[config.mk]
export PLATFORM = sky130hd
export DESIGN_NAME = lfsr_seq_ctrl
export DESIGN_NICKNAME = d
export VERILOG_FILES = /design/src/rtl/lfsr_seq_ctrl.sv
export SDC_FILE = /design/constraint.sdc
export NUM_CORES = 1
export LEC_CHECK = 0
export ABC_AREA = 1
export CAP_MARGIN = 20
export CORE_ASPECT_RATIO = 0.9
export CORE_UTILIZATION = 50
export DETAILED_ROUTE_END_ITERATION = 10
export DONT_BUFFER_PORTS = 1
export SLEW_MARGIN = 20
export SYNTH_ARGS = -nofsm -noshare
export SYNTH_HDL_FRONTEND = slang
export SYNTH_SLANG_ARGS = --single-unit
[constraint.sdc]
create_clock -name CLK -period 4.23 [get_ports CLK]
set_clock_uncertainty 0.1 [all_clocks]
set_input_delay 1.269 -clock CLK [delete_from_list [all_inputs] [get_ports CLK]]
set_output_delay 1.269 -clock CLK [all_outputs]
set_load 0.005 [all_outputs]
[src/rtl/lfsr_seq_ctrl.sv]
// lfsr_seq_ctrl
//   Control sequencer for a 4-bit `lfsr` datapath. It loads a seed into the
//   LFSR and then does one of two things:
//   - Count mode: runs a programmed number of shifts.
//   - Period mode: counts shifts until the register returns to the seed,
//     or until MAX_STEPS shifts have been made.
//   Completion is reported with a one-cycle `done` pulse.
//
//   Optional build macro: LFSR_SEQ_CTRL_PERIOD_CHECK_EN
//     When defined, a period-mode run that completes without timeout raises
//     period_ok if the measured period is 2^WIDTH-1 (maximal length).
//     When undefined, period_ok is tied low.
//
// Ports
//   CLK          system clock, posedge
//   reset        synchronous active-low reset
//   start        run request, accepted only while idle
//   mode         0 = count mode, 1 = period mode
//   seed         seed value, captured on accept
//   steps        shift count for count mode, captured on accept
//   busy         high whenever the sequencer is not idle
//   done         one-cycle completion pulse
//   result_cnt   shifts performed; held until the next accept
//   timeout      period mode reached MAX_STEPS; held
//   err_seed     run rejected because seed was zero; held
//   period_ok    maximal-length indication (optional feature)
//   lfsr_A       LFSR parallel-load value
//   lfsr_select  LFSR control: 0 = load lfsr_A, 1 = shift
//   lfsr_O       LFSR registered state
module lfsr_seq_ctrl #(
  parameter int WIDTH     = 4,
  parameter int CNT_W     = 5,
  parameter int MAX_STEPS = 20
) (
  input  logic             CLK,
  input  logic             reset,
  input  logic             start,
  input  logic             mode,
  input  logic [WIDTH-1:0] seed,
  input  logic [CNT_W-1:0] steps,
  output logic             busy,
  output logic             done,
  output logic [CNT_W-1:0] result_cnt,
  output logic             timeout,
  output logic             err_seed,
  output logic             period_ok,
  output logic [WIDTH-1:0] lfsr_A,
  output logic             lfsr_select,
  input  logic [WIDTH-1:0] lfsr_O
);

  typedef enum logic [1:0] {IDLE, LOAD, SHIFT, DONE} state_t;

  state_t           state_q, state_d;
  logic [CNT_W-1:0] cnt_q, cnt_d;
  logic [WIDTH-1:0] seed_q, seed_d;
  logic [CNT_W-1:0] steps_q, steps_d;
  logic             mode_q, mode_d;
  logic [CNT_W-1:0] result_q, result_d;
  logic             timeout_q, timeout_d;
  logic             err_q, err_d;

  // Stop conditions evaluated in SHIFT.
  // cnt_q == 0 is excluded from seed_hit, because at that point lfsr_O still
  // holds the freshly loaded seed.
  logic seed_hit, to_hit, stop, accept, finish;

  assign seed_hit = (cnt_q != '0) && (lfsr_O == seed_q);
  assign to_hit   = (cnt_q == CNT_W'(MAX_STEPS));
  assign stop     = mode_q ? (seed_hit || to_hit) : (cnt_q == steps_q);
  assign accept   = (state_q == IDLE) && start;
  assign finish   = (state_q == SHIFT) && stop;

  always_comb begin
    state_d     = state_q;
    cnt_d       = cnt_q;
    seed_d      = seed_q;
    steps_d     = steps_q;
    mode_d      = mode_q;
    result_d    = result_q;
    timeout_d   = timeout_q;
    err_d       = err_q;

    // The lfsr has no hold input. Reloading its own output is what keeps
    // the value stable in every non-shifting cycle.
    lfsr_select = 1'b0;
    lfsr_A      = lfsr_O;

    unique case (state_q)
      IDLE: begin
        if (start) begin
          seed_d    = seed;
          steps_d   = steps;
          mode_d    = mode;
          result_d  = '0;
          timeout_d = 1'b0;
          err_d     = 1'b0;
          if (seed == '0) begin
            // An all-zero seed locks the LFSR, so the run is rejected
            // without touching the datapath.
            err_d   = 1'b1;
            state_d = DONE;
          end else begin
            state_d = LOAD;
          end
        end
      end
      LOAD: begin
        lfsr_A  = seed_q;
        cnt_d   = '0;
        state_d = SHIFT;
      end
      SHIFT: begin
        if (stop) begin
          result_d  = cnt_q;
          // A seed match wins over a coincident timeout.
          timeout_d = mode_q && !seed_hit && to_hit;
          state_d   = DONE;
        end else begin
          lfsr_select = 1'b1;
          cnt_d       = cnt_q + 1'b1;
        end
      end
      DONE: begin
        state_d = IDLE;
      end
      default: begin
        state_d = IDLE;
      end
    endcase

    // Freeze the datapath during reset. An aborted run then leaves the
    // LFSR exactly where it stood.
    if (!reset) begin
      lfsr_select = 1'b0;
      lfsr_A      = lfsr_O;
    end
  end

  always_ff @(posedge CLK) begin
    if (!reset) begin
      state_q   <= IDLE;
      cnt_q     <= '0;
      seed_q    <= '0;
      steps_q   <= '0;
      mode_q    <= 1'b0;
      result_q  <= '0;
      timeout_q <= 1'b0;
      err_q     <= 1'b0;
    end else begin
      state_q   <= state_d;
      cnt_q     <= cnt_d;
      seed_q    <= seed_d;
      steps_q   <= steps_d;
      mode_q    <= mode_d;
      result_q  <= result_d;
      timeout_q <= timeout_d;
      err_q     <= err_d;
    end
  end

`ifdef LFSR_SEQ_CTRL_PERIOD_CHECK_EN
  logic pok_q, pok_d;

  always_comb begin
    pok_d = pok_q;
    if (accept) begin
      pok_d = 1'b0;
    end else if (finish) begin
      pok_d = mode_q && seed_hit && (cnt_q == CNT_W'((1 << WIDTH) - 1));
    end
  end

  always_ff @(posedge CLK) begin
    if (!reset) pok_q <= 1'b0;
    else        pok_q <= pok_d;
  end

  assign period_ok = pok_q;
`else
  assign period_ok = 1'b0;
`endif

  assign busy       = (state_q != IDLE);
  assign done       = (state_q == DONE);
  assign result_cnt = result_q;
  assign timeout    = timeout_q;
  assign err_seed   = err_q;

endmodule

==> flow_metrics.tcl <==
set metrics [dict create \
    fp.dieH_um 50.4 \
    syn_inst 189 \
    dp.cells 212 \
    max-vdd-ir-drop_uv 451 \
    clk_pin_slew_ns 0.13 \
    synth_ff_type "dfxtp_1" \
    clk_latency_ns 0.31 \
    syn_area_mm2 0.00130 \
    hold_buffers 0 \
    n_antenna_cell 0 \
    initial_core_util 0.527 \
    synth_top_area_frac 0.370 \
    hold_violations 0 \
    hp-start "steps_q[4]" \
    root_buffer "clkbuf_4" \
    drive_above_1_share 0.0691 \
    fillers 255 \
    htree_levels 1 \
    viasPerCell 5.20 \
    antenna_found_initial 0 \
    design_area_mm2 0.00135 \
    cap_viol_max_count 0 \
    firstDrtPassIters 4 \
    dp_hpwl_um 2010 \
    min_to "steps_q[4]" \
    fin_tns_setup_ns 0 \
    grt_max_degree 22 \
    clockBufferDepth 2 \
    multi_input_area_um2 704 \
    grt_pass1_vias 1039 \
    die_width_um 55.8 \
    cp.required_ns 2.86 \
    totalWireLength_um 2580 \
    cts_tree "done" \
    fin_crit_ns 3.38 \
    cts_setup_buffers 0 \
    rsz0062_at_grt "false" \
    gp_congestion 0.775 \
    slew_violations 0 \
    yosys_warnings 0 \
    synth_area_leaders "dfxtp_1, nand2_1, o21ai_0, ha_1, a21oi_1" \
    status "complete, no violations" \
    cellPowerDensity_mw_per_mm2 615 \
    ant_nets 0 \
    wl_per_cell_um 11.9 \
    holdPathStages 2 \
    cp-start-kind "input port" \
    vias 1124 \
    hp-class "flip-flop to flip-flop" \
    cpMaxStageDelayCell "nor2_1" \
    placed_cell_area_mm2 0.00131 \
    instances_no_fill 216 \
    r2r-end "cnt_q[3]" \
    worst-path-max-fanout 6 \
    seqCellArea_um2 480 \
    cts-resized-gates 0 \
    drc 0 \
    syn_nets 213 \
    gr-total-overflow 0 \
    r2r_start "cnt_q[0]" \
    io_buffers 0 \
    synth_common_cells "nand2_1, dfxtp_1, inv_1, nor2_1, o21ai_0" \
    synth.largest_area_cell "dfxtp_1" \
    grt_usage 0.203 \
    synth-edff-count 0 \
    grt_pass1_wl_um 4450 \
    fin_nets 213 \
    fmax_mhz 296 \
    yosysSeqAreaShare 0.370 \
    critPathKind "input port to output pin" \
    die-area_mm2 0.00281 \
    cts_made_buffers 3 \
    cts.sink_count 24 \
    yosysMostFrequentCell "nand2_1" \
    pin_count 32 \
    endpoint_kind "output pin" \
    synthArstFlopShare 0 \
    core_area_mm2 0.00247 \
    p_leak_uw 0.000614 \
    areaGrowthSynthToFinish_pct 3.56 \
    r2r_slack_ns 2.39 \
    crit_chain "inv_1, nand2_1, nand2_1, nor2_1, nand3_1, nand3_1, nand2_2, nand2_4, nor2_1" \
    avgSynthCellArea_um2 6.88 \
    drt-initial-drc-count 36 \
    synth_cell_types 28 \
    cp_slowest_stage_delay_ns 0.19 \
    cp.arrival_ns 2.01 \
    worstRegToRegCells 12 \
    finalSetupViolCount 0 \
    synth-seq-cells 24 \
    fin_crit_sh 0.800 \
    rows 17 \
]
[cells in the final DEF (no fill, tap or decap)]
cell type / instances
nand3_4: 1
o21ai_1: 1
nand3_1: 8
nor3_1: 1
o21ai_0: 18
dfxtp_1: 24
inv_1: 21
nand4_1: 2
nor4_1: 2
or2_2: 1
conb_1: 1
a21oi_1: 16
and3_1: 1
nand2_2: 2
o21a_1: 1
clkinv_1: 1
xor2_1: 3
clkbuf_4: 3
clkbuf_8: 1
nand2_4: 2
ha_1: 7
nand2_1: 46
o21ai_2: 1
inv_2: 2
nor2_1: 21
xnor2_1: 1
[logic make-up (layout without fill, tap and decap cells)]
| group | Yosys count | in the layout | synth area share |
|---|---|---|---|
| xor+xnor | 4 | 4 | 0.0270 |
| compound gates | 37 | 37 | 0.147 |
| simple gates | 87 | 87 | 0.297 |
| buf+inv | 29 | 28 | 0.0885 |
| fa+ha+maj | 7 | 7 | 0.0674 |
| flops | 24 | 24 | 0.370 |
| other cells | 1 | 1 | 0.00288 |
[cell type report]
type / count / share of cell area
tap: 28 / 0.0260
multi-input combinational: 136 / 0.523
clock buffer: 4 / 0.0270
inverter: 24 / 0.0669
sequential: 24 / 0.357
[worst max-delay path by stage]
stage / startpoint / to / slack (ns) / depth (start not counted)
global route: lfsr_O[0] / lfsr_select / 0.72 / 9
CTS: lfsr_O[0] / lfsr_select / 0.84 / 9
global placement: lfsr_O[2] / lfsr_select / 0.85 / 9
detailed placement: lfsr_O[0] / lfsr_select / 0.84 / 9
floorplan: lfsr_O[0] / lfsr_select / 0.94 / 9
finish: lfsr_O[0] / lfsr_select / 0.85 / 9
[through the flow]
step                      utilization  hold WS (ns)  setup slack, ns  total power (uW)
after global placement          0.531         0.362            0.854               706
after detailed placement        0.531         0.373            0.843               715
after global routing            0.546         0.417            0.724               912
final                           0.546         0.388            0.848               829
after floorplan                     -         0.344            0.941               641
after CTS                       0.546         0.392            0.841               839
[per-layer routing]
layer	routed length, um	track usage
met1	1290	0.266
met2	1170	0.339
met3	92	0.0335
met4	29	0.0750
met5	0	0
[state kept, by name, summed over array words and instances (netlist names)]
| name | count |
|---|---|
| cnt_q | 5 |
| timeout | 1 |
| state_q | 2 |
| seed_q | 4 |
| result_cnt | 5 |
| steps_q | 5 |
| mode_q | 1 |
| err_seed | 1 |
[report_power, final]
group          switching, uW  internal [uW]
logic                    253            138
registers               41.7            274
clock network           69.4           52.6
total                    364            465
[worst max-delay path: cells and delay by family]
| kind | cells | cell delay (ns) |
|---|---|---|
| buffers and inverters | 1 | 0.03 |
| AND/OR/NAND/NOR | 8 | 0.72 |
Note: power is estimated with default switching activity, not from simulation.
